==> src/rtl/simon_pkg.sv <==
// Shared constants, types and helpers for the Simon Says input verifier.
package simon_pkg;
  localparam int SEQ_LEN = 33;
  localparam int COLOR_W = 2;
  localparam int BTN_W   = 4;
  localparam int ROUND_W = 6;

  typedef logic [COLOR_W-1:0] color_t;
  typedef color_t [SEQ_LEN-1:0] seq_t;

  typedef enum logic [1:0] {
    IDLE  = 2'd0,
    ARMED = 2'd1,
    PASS  = 2'd2,
    FAIL  = 2'd3
  } verify_state_t;

  localparam logic [ROUND_W-1:0] LAST_POS = ROUND_W'(SEQ_LEN - 1);

  // Index of the highest set button; only meaningful when exactly one bit is set.
  function automatic color_t btn_to_color(input logic [BTN_W-1:0] btn);
    color_t c;
    c = {COLOR_W{1'b0}};
    for (int i = 0; i < BTN_W; i++) begin
      if (btn[i]) begin
        c = color_t'(i);
      end
    end
    return c;
  endfunction

  function automatic logic btn_multi(input logic [BTN_W-1:0] btn);
    return (btn & (btn - BTN_W'(1))) != {BTN_W{1'b0}};
  endfunction
endpackage

==> src/rtl/fsm_sig.sv <==
// Handshake bundle between the game FSM and the input verifier.
interface fsm_sig;
  logic                         check_en;
  logic [simon_pkg::ROUND_W-1:0] check_round;
  logic                         round_pass;
  logic                         round_fail;

  modport fsm      (output check_en, check_round, input round_pass, round_fail);
  modport verifier (input check_en, check_round, output round_pass, round_fail);
endinterface

==> src/rtl/simon_press_detect.sv <==
// Button press edge detector; VERIFY_INPUT_SYNC_EN adds a two-flop synchronizer in front.
module simon_press_detect
  import simon_pkg::*;
(
  input  logic             clk,
  input  logic             reset,
  input  logic [BTN_W-1:0] player_input,
  output logic             press,
  output logic             multi_err,
  output color_t           color
);
  logic [BTN_W-1:0] sampled_s;
  logic [BTN_W-1:0] prev_r;

`ifdef VERIFY_INPUT_SYNC_EN
  logic [BTN_W-1:0] sync1_r;
  logic [BTN_W-1:0] sync2_r;

  // Two-flop synchronizer for asynchronous button levels.
  always_ff @(posedge clk) begin
    if (reset) begin
      sync1_r <= {BTN_W{1'b0}};
      sync2_r <= {BTN_W{1'b0}};
    end else begin
      sync1_r <= player_input;
      sync2_r <= sync1_r;
    end
  end

  assign sampled_s = sync2_r;
`else
  assign sampled_s = player_input;
`endif

  // Previous button levels, so a held button never re-triggers.
  always_ff @(posedge clk) begin
    if (reset) begin
      prev_r <= {BTN_W{1'b0}};
    end else begin
      prev_r <= sampled_s;
    end
  end

  assign press     = (sampled_s != {BTN_W{1'b0}}) && (prev_r == {BTN_W{1'b0}});
  assign multi_err = btn_multi(sampled_s);
  assign color     = btn_to_color(sampled_s);
endmodule

==> src/rtl/simon_verify_input.sv <==
// Compares player presses against the stored colour sequence for the current round.
// Optional input synchronizer: define VERIFY_INPUT_SYNC_EN.
module simon_verify_input
  import simon_pkg::*;
(
  input  logic               clk,
  input  logic               reset,
  input  seq_t               segment,
  input  logic [BTN_W-1:0]   player_input,
  input  logic               check_en,
  input  logic [ROUND_W-1:0] check_round,
  output logic               round_pass,
  output logic               round_fail,
  output logic [ROUND_W-1:0] position
);
  fsm_sig sig ();

  verify_state_t      state_r;
  logic [ROUND_W-1:0] position_r;
  logic [ROUND_W-1:0] round_r;
  logic               pass_r;
  logic               fail_r;
  logic               press_s;
  logic               multi_s;
  color_t             color_s;

  assign sig.check_en    = check_en;
  assign sig.check_round = check_round;
  assign sig.round_pass  = pass_r;
  assign sig.round_fail  = fail_r;
  assign round_pass      = sig.round_pass;
  assign round_fail      = sig.round_fail;
  assign position        = position_r;

  simon_press_detect u_press (
    .clk          (clk),
    .reset        (reset),
    .player_input (player_input),
    .press        (press_s),
    .multi_err    (multi_s),
    .color        (color_s)
  );

  // Round verification state machine; dropping check_en beats any press.
  always_ff @(posedge clk) begin
    if (reset) begin
      state_r    <= IDLE;
      position_r <= {ROUND_W{1'b0}};
      round_r    <= {ROUND_W{1'b0}};
      pass_r     <= 1'b0;
      fail_r     <= 1'b0;
    end else begin
      case (state_r)
        IDLE: begin
          pass_r     <= 1'b0;
          fail_r     <= 1'b0;
          position_r <= {ROUND_W{1'b0}};
          if (sig.check_en) begin
            round_r <= (sig.check_round > LAST_POS) ? LAST_POS : sig.check_round;
            state_r <= ARMED;
          end else begin
            state_r <= IDLE;
          end
        end
        ARMED: begin
          if (!sig.check_en) begin
            state_r    <= IDLE;
            position_r <= {ROUND_W{1'b0}};
            pass_r     <= 1'b0;
            fail_r     <= 1'b0;
          end else if (press_s) begin
            if (multi_s || (color_s != segment[position_r])) begin
              state_r <= FAIL;
              fail_r  <= 1'b1;
            end else if (position_r == round_r) begin
              state_r <= PASS;
              pass_r  <= 1'b1;
            end else begin
              position_r <= position_r + ROUND_W'(1);
            end
          end else begin
            state_r <= ARMED;
          end
        end
        PASS, FAIL: begin
          if (!sig.check_en) begin
            state_r    <= IDLE;
            position_r <= {ROUND_W{1'b0}};
            pass_r     <= 1'b0;
            fail_r     <= 1'b0;
          end else begin
            state_r <= state_r;
          end
        end
        default: begin
          state_r    <= IDLE;
          position_r <= {ROUND_W{1'b0}};
          pass_r     <= 1'b0;
          fail_r     <= 1'b0;
        end
      endcase
    end
  end
endmodule

==> config.mk <==
export PLATFORM = sky130hd
export DESIGN_NAME = simon_verify_input
export DESIGN_NICKNAME = d
export VERILOG_FILES = /design/src/rtl/simon_pkg.sv /design/src/rtl/fsm_sig.sv /design/src/rtl/simon_press_detect.sv /design/src/rtl/simon_verify_input.sv
export SDC_FILE = /design/constraint.sdc
export NUM_CORES = 1
export LEC_CHECK = 0
export CORE_MARGIN = 8
export CORE_UTILIZATION = 24
export DETAILED_ROUTE_END_ITERATION = 12
export SETUP_SLACK_MARGIN = 0.2
export SKIP_LAST_GASP = 1
export SLEW_MARGIN = 20
export SYNTH_ARGS = -nofsm -noshare
export SYNTH_HDL_FRONTEND = slang
export SYNTH_SLANG_ARGS = --single-unit
==> constraint.sdc <==
create_clock -name clk -period 8.2 [get_ports clk]
set_input_delay 1.64 -clock clk [delete_from_list [all_inputs] [get_ports clk]]
set_output_delay 1.64 -clock clk [all_outputs]
set_load 0.01 [all_outputs]
## Word-level counts from Yosys, hierarchy flattened

Cells that the tools add are included.

- Add/sub/neg operators: 2
- $lt $le $gt $ge: 2
- Equality and inequality tests: 12
- Multiplexer cells: 29
- Bitwise logic cells: 1
- Reductions and logical operators: 12

Operators with widths:

| cell | count |
|---|---|
| 2-to-1 mux 6 bit | 6 |
| one-hot mux 6 bit (3 select lines) | 1 |
| 2-to-1 mux 2 bit | 8 |
| inequality test 3 bit (second input constant) | 5 |
| binary-select mux 2 bit (select 6 bit) | 1 |
| 2-to-1 mux 1 bit | 10 |
| AND reduction 4 bit | 2 |
| nonzero test 4 bit | 2 |
| less-than comparator 6 x 7 -> 1 bit (second input constant) | 1 |
| adder 6 x 1 -> 6 bit (second input constant) | 1 |
| == test 6 bit | 1 |
| > comparator 6 bit (second input constant) | 1 |
| one-hot mux 1 bit (3 select lines) | 2 |
| one-hot mux 2 bit (3 select lines) | 1 |
| inequality test 5 bit (second input constant) | 1 |
| bitwise AND 4 bit | 1 |
| == test 2 bit (second input constant) | 2 |
| logical NOT 4 bit | 1 |
| AND reduction 2 bit | 2 |
| subtractor 4 x 1 -> 4 bit (second input constant) | 1 |
| AND reduction 3 bit | 1 |
| == test 2 x 1 -> 1 bit (second input constant) | 1 |
| logical NOT 2 bit | 1 |
| inequality test 2 bit | 1 |
| other kinds (4) | 4 |

- Register bits after elaboration: 20
- Bits of input ports: 79
- Logic and storage cells: 64

## Depth between registers and ports, before layout

Gate-level depths: netlist of run 1.

- Depth in word-level cells: 9
- Gate-level depth with buffers: 10
- Gate-level depth less buffers: 7

## Hierarchy

A second synthesis of run 1 with hierarchy kept.

- Cell total of the unflattened synthesis: 189
- Area, all modules: 1689.1 sq um

By module, submodules not included:

| module | times used | cells an instance | area an instance (sq um) | seq. area each (sq um) |
|---|---|---|---|---|
| simon_verify_input | 1 | 173 | 1534.0 | 320.3 |
| simon_press_detect | 1 | 16 | 155.1 | 80.1 |

## Least setup slack after synthesis of run 1

OpenSTA, ideal clock, no wires.

- Kind: in2reg
- Start: input segment[55] in the netlist's numbering
- End: register position_r[2] (netlist: position[2])
- Library setup time: 72 ps
- Arrival: 3699 ps
- Required time: 8128 ps
- Path slack: 4429 ps
- Stages: 7
- Buffers on the path: 0
- Cells stage by stage: mux4_1 > mux4_2 > or2_0 > a221o_1 > and3_4 > o211ai_2 > mux2i_1

- Cells in the longest elaborated chain, start to end: 6

Ends and longest elaborated chain:

| element | RTL line | text |
|---|---|---|
| from (decl) | simon_verify_input.sv:8 | `input seq_t segment,` |
| binary-select mux 2 bit (select 6 bit) | simon_verify_input.sv:72 | `if (multi_s \|\| (color_s != segment[position_r])) begin` |
| 2-to-1 mux 2 bit (implied by the code) | simon_verify_input.sv:72 |  |
| inequality test 2 bit | simon_verify_input.sv:72 |  |
| logical OR 1 bit | simon_verify_input.sv:72 |  |
| inequality test 3 bit (no source line) | -- |  |
| AND reduction 4 bit (no source line) | -- |  |
| to (signal assigned) | simon_verify_input.sv:68 | `position_r <= {ROUND_W{1'b0}};` |
| to (signal assigned) | simon_verify_input.sv:79 | `position_r <= position_r + ROUND_W'(1);` |
| to (signal assigned) | simon_verify_input.sv:88 | `position_r <= {ROUND_W{1'b0}};` |
| to (decl) | simon_verify_input.sv:19 | `logic [ROUND_W-1:0] position_r;` |

Every way passes these cells. The select of a mux whose other input is x is not followed.
A chain may end at the register's enable or synchronous reset.

## Final worst setup path of run 1

- Start: input segment[39] in the netlist's numbering
- End: register position_r[4] (netlist: position[4])

The elaborated chain is that of the path after synthesis.

==> results of run 1 <==
-- layout by cell type (no fill, tap or decap), types with 2 or more instances in the layout --
master           count
a211oi_1             3
a21oi_1             14
a221oi_1             2
a31oi_1              2
and2_1               2
and3_1               2
buf_4                3
clkbuf_8             3
clkdlybuf4s50_1     86
dfxtp_1             20
inv_1                3
mux2_2               2
mux2i_1             10
mux4_1               5
mux4_2              10
nand2_1             12
nand2b_1             4
nand3_1             11
nor2_1              10
nor2b_1              7
nor3_1               2
nor3b_1              7
nor4b_1              2
o211ai_1             5
o21ai_0              4
or3_1                3
xnor2_1              2
xor2_1               4
-- critical path, delay by kind of cell --
kind	cells	cell delay (ns)
multiplexers	3	1.25
AO/OA/AOI/OAI	3	1.02
buffers and inverters	1	0.39
-- final timing paths --
check | startpoint | end | slack, ns
worst max-delay path | segment[39] | position[4]$_SDFFE_PP0P_ | 4.09
worst min-delay path | round_r[5]$_SDFFE_PP0P_ | round_r[5]$_SDFFE_PP0P_ | 0.47
worst min register to register | round_r[5]$_SDFFE_PP0P_ | round_r[5]$_SDFFE_PP0P_ | 0.47
worst max register to register | position[1]$_SDFFE_PP0P_ | position[4]$_SDFFE_PP0P_ | 5.06
-- through the flow --
| stage | hold WS (ns) | cells |
|---|---|---|
| global placement | 0.4557 | 353 |
| floorplan | 0.4488 | 180 |
| global route | 0.4926 | 357 |
| finish | 0.4719 | 357 |
| detailed placement | 0.4624 | 353 |
| CTS | 0.4744 | 357 |
-- area by class of cell --
class,instances,area (um2)
clock buffer,3,41.29
sequential,20,400.4
multi-input combinational,145,1227
clock inverter,1,30.03
inverter,3,11.26
timing repair buffer,89,883.3
fill,695,4118
tap,96,120.1
-- kinds of logic after synthesis --
family / count (synthesis) / synth area share
xor+xnor: 6 / 0.03095
fa+ha+maj: 1 / 0.007368
flops: 20 / 0.2358
mux: 27 / 0.2822
buf+inv: 15 / 0.04127
compound gates: 40 / 0.1665
simple gates: 71 / 0.2358
-- sequential cells by signal (all words and copies together), names as in the netlist --
| signal | cells |
|---|---|
| position | 6 |
| round_fail | 1 |
| round_pass | 1 |
| round_r | 6 |
| state_r | 2 |
| u_press.prev_r | 4 |
-- power by group through the flow --
stage               registers, W  clock network [W]   logic, W
detailed placement      0.000104                  0  0.0000689
CTS                     0.000102           0.000101  0.0000694
global placement        0.000104                  0  0.0000680
finish                  0.000102          0.0000993  0.0000690
floorplan               0.000103                  0  0.0000263
global route            0.000102           0.000106  0.0000750
-- routing by layer --
layer  wire length (um)  global-route usage
met2               2888              0.2016
met3                442             0.04429
met5                  0                   0
met4                 48             0.01744
met1               2449              0.1338
==> flow_summary.yaml, run 1 <==
status:
  outcome: "finished, final reports clean"
sta:
  period_needed_ns: 4.114
  finalSetupTns_ns: 0
  finalCritPeriodShare: 0.5017
  tightest_slew_ns: 0.7464
  max_freq_ghz: 0.2431
  setup_ws_ns: 4.086
  slew_headroom: 0.4954
  maxSlewViolCount: 0
  hold_viol_final: 0
  worst_clock_skew_ns: 0.002691
  setup_viol: 0
  grt_setup_unrepaired: "false"
placed_design:
  place_congestion: 0.8405
  place_ws_ns: 3.879
  port_buffers: 86
  detailed_place_hpwl_um: 4619
  dpl_cell_area_um2: 2643
routing:
  wirelength_um: 5828
  drc_errors: 0
  antenna_left: 0
  dr.pass1.iters: 4
  dr_total_vias: 1761
  vias_per_cell: 4.933
  drt_iter0_drc: 160
  drt-wirelength-per-cell_um: 16.32
setup_path:
  worstPathArrival_ns: 4.30
  startpoint_type: "primary input"
  cpPeakStageDelay_ns: 0.50
  r2r_cells: 7
  slowest_stage: "mux4_1"
  end_kind: "flop"
  path_class: "primary input to flop"
  worst-path-max-fanout: 7
  cp_cell_sequence: "clkdlybuf4s50_1, mux4_1, mux4_2, o31ai_1, o221ai_2, a211oi_1, mux2i_1"
  cp.required_ns: 8.38
global_routing:
  gr-total-overflow: 0
  grt_use_total: 0.1161
  grt_pass1_wl_um: 9363
  grt_max_degree: 26
  first_global_vias: 1884
  antenna_found_initial: 0
yosys:
  ys_warn_count: 0
  ys_top_cells_by_area: "dfxtp_1, mux4_2, mux4_1, mux2i_1, a21oi_1"
  synth-seq-area-share: 0.2358
  synth_common_cells: "dfxtp_1, a21oi_1, nand2_1, nand3_1"
  ys.flop_type: "dfxtp_1"
  synth_area_per_cell_um2: 9.433
  yosysTopAreaCellShare: 0.2358
  syn_nets: 260
  synth-edff-count: 0
  synth_seq_cells: 20
  synth_top_area_cell: "dfxtp_1"
  syn_inst: 180
  synthArstFlopShare: 0
  ys_types: 50
  synth_area_um2: 1698
  yosysMostFrequentCell: "dfxtp_1"
cts:
  cts_max_level: 1
  clk_latency_ns: 0.26
  cts_made_buffers: 3
  root_buffer: "clkbuf_8"
  cts.sinks: 20
  clockBufferDepth: 2
  cts-resized-gates: 0
  postCtsHoldBufs: 0
  cts.reportedPaths.clkPinSlew_ns: 0.08
  post_cts_buffers: 0
  cts_tree: "done"
worst_hold_path:
  hold_class: "flop to flop"
  holdPathStages: 2
floorplan:
  die_y_um: 100.1
  start_util: 0.2485
  die_w_um: 100.1
  core_area_um2: 6832
  die-area_um2: 10020
  io_pins: 87
  row_count: 30
final_layout:
  post-route-cell-area_um2: 2714
  drive_gt1_frac: 0.09962
  diodes: 0
  syn2layout_area_growth_pct: 59.84
  fin_util: 0.3973
  fin_nets: 342
pwr:
  switching_share: 0.2162
  p_seq_frac: 0.377
  finalPower_w: 0.0002701
  peakVddDrop_v: 0.00007293
  power.switching_w: 0.00005841
  clkPwrFrac: 0.368
  p_per_area_nw_per_um2: 99.53
  p_int_w: 0.0002117
  combPwrFrac: 0.255
  p_leak_nw: 0.9092
flow_run:
  maxCapViolCount: 0
No activity file was read; power rests on OpenSTA's default activity.
==> inputs of run 2 (changes only) <==
==> constraint.sdc (replaced) <==
create_clock -name clk -period 3.6 [get_ports clk]
set_input_delay 0.72 -clock clk [delete_from_list [all_inputs] [get_ports clk]]
set_output_delay 0.72 -clock clk [all_outputs]
set_load 0.01 [all_outputs]
==> flow_summary.yaml, run 2 (synthesized netlist as in run 1, its figures left out) <==
status:
  outcome: "finished, final reports clean"
cts:
  postCtsHoldBufs: 0
  cts.reportedPaths.clkPinSlew_ns: 0.08
  cts_made_buffers: 3
  root_buffer: "clkbuf_8"
  clk_latency_ns: 0.26
  clockBufferDepth: 2
  post_cts_buffers: 0
  cts.sinks: 20
  cts-resized-gates: 0
  cts_max_level: 1
  cts_tree: "done"
pwr:
  peakVddDrop_v: 0.0001087
  p_per_area_nw_per_um2: 226.7
  p_leak_nw: 0.9146
global_routing:
  grt_pass1_wl_um: 9087
  antenna_found_initial: 0
  grt_use_total: 0.1125
  use_met2: 0.1929
  met3_usage: 0.03875
  grt_max_degree: 19
  globalRouteMet1Util: 0.1376
  gr-total-overflow: 0
  first_global_vias: 1826
  top_usage_layer: "met2"
final_layout:
  fin_nets: 343
  syn2layout_area_growth_pct: 60.28
  final_cell_mix: "clkdlybuf4s50_1, dfxtp_1, a21oi_1"
  diodes: 0
  mostFrequentLayoutCell: "clkdlybuf4s50_1"
  drive_gt1_frac: 0.1031
sta:
  max_freq_ghz: 0.3197
  maxSlewViolCount: 0
  hold_viol_final: 0
  setup_viol: 0
  period_needed_ns: 3.128
  worst_clock_skew_ns: 0.0009480
  finalCritPeriodShare: 0.8688
  hold_slack_ns: 0.4729
  slew_headroom: 0.5097
  grt_setup_unrepaired: "false"
  finalSetupTns_ns: 0
  tightest_slew_ns: 0.7252
flow_run:
  maxCapViolCount: 0
setup_path:
  critPathTopFamily: "multiplexers"
  worstPathArrival_ns: 3.32
  worst-path-max-fanout: 3
  slowest_stage: "mux4_1"
  r2r_cells: 8
  path_class: "primary input to flop"
  end_kind: "flop"
  cp_cell_sequence: "clkdlybuf4s50_1, mux4_1, mux4_2, or2_0, a221o_1, and3_4, o211ai_2, mux2i_1"
  cp.required_ns: 3.80
  reg2reg_to: "position[4]$_SDFFE_PP0P_"
  rrSetupSlack_ns: 0.60
  cpPeakStageDelay_ns: 0.51
  startpoint_type: "primary input"
  crit_buf_inv: 1
  r2r-start: "position[1]$_SDFFE_PP0P_"
worst_hold_path:
  holdPathStages: 1
  worstHoldEndpoint: "round_pass$_SDFFE_PP0P_"
  holdCritStartpoint: "round_pass$_SDFFE_PP0P_"
  hold_class: "flop to flop"
placed_design:
  detailed_place_hpwl_um: 4585
  port_buffers: 86
  place_congestion: 0.7694
routing:
  drc_errors: 0
  dr.pass1.iters: 6
  antenna_left: 0
  wirelength_um: 5634
  drt_iter0_drc: 80
  drt-wirelength-per-cell_um: 15.74
  dr_total_vias: 1726
  vias_per_cell: 4.821
floorplan:
  start_util: 0.2485
  die-area_um2: 10020
  die_y_um: 100.1
  die_w_um: 100.1
  io_pins: 87
  row_count: 30
  core_area_um2: 6832
## run 2: cell count changes in the layout (fill, tap and decap cells not counted)
cell,delta
buf_4,+1
## run 2: final cells by class
| class | instances | area, um2 |
|---|---|---|
| timing repair buffer | 90 | 890.9 |
| fill | 705 | 4110 |
| sequential | 20 | 400.4 |
| inverter | 3 | 11.26 |
| clock buffer | 3 | 41.29 |
| multi-input combinational | 145 | 1227 |
| clock inverter | 1 | 30.03 |
| tap | 96 | 120.1 |
## run 2: power by group
group          internal [W]  total (W)  switching (W)
Combinational      0.000106   0.000156      0.0000498
Sequential         0.000227   0.000232     0.00000438
Clock              0.000149   0.000229      0.0000805
Total              0.000482   0.000617       0.000135
## run 2: worst max-delay path by stage
stage,slack [ns],from,cells after the start,endpoint
2_1_floorplan,0.75,segment[55],7,position[2]$_SDFFE_PP0P_
3_3_place_gp,0.22,segment[39],8,position[2]$_SDFFE_PP0P_
3_5_place_dp,0.19,segment[53],8,position[2]$_SDFFE_PP0P_
4_1_cts,0.45,segment[53],8,position[2]$_SDFFE_PP0P_
5_1_grt,0.31,position[1]$_SDFFE_PP0P_,8,position[4]$_SDFFE_PP0P_
6_report,0.47,segment[53],8,position[2]$_SDFFE_PP0P_
## run 2: metrics by stage
stage	area, um2	total power (W)	utilization	worst slack (ns)	std cells
3_5_place_dp	2650	0.0003934	0.3879	0.1950	354
6_report	2721	0.0006169	0.3984	0.4722	358
3_3_place_gp	2650	0.0003916	0.3879	0.2240	354
5_1_grt	2721	0.0006479	0.3984	0.3107	358
2_1_floorplan	1698	0.0002950	-	0.7491	180
4_1_cts	2721	0.0006238	0.3984	0.4506	358
## run 2: metal layers
metal  vias up  wire (um)
li1        863          -
met1       807       2543
met2        54       2723
met3         2        359
met4         0          8
met5         -          0
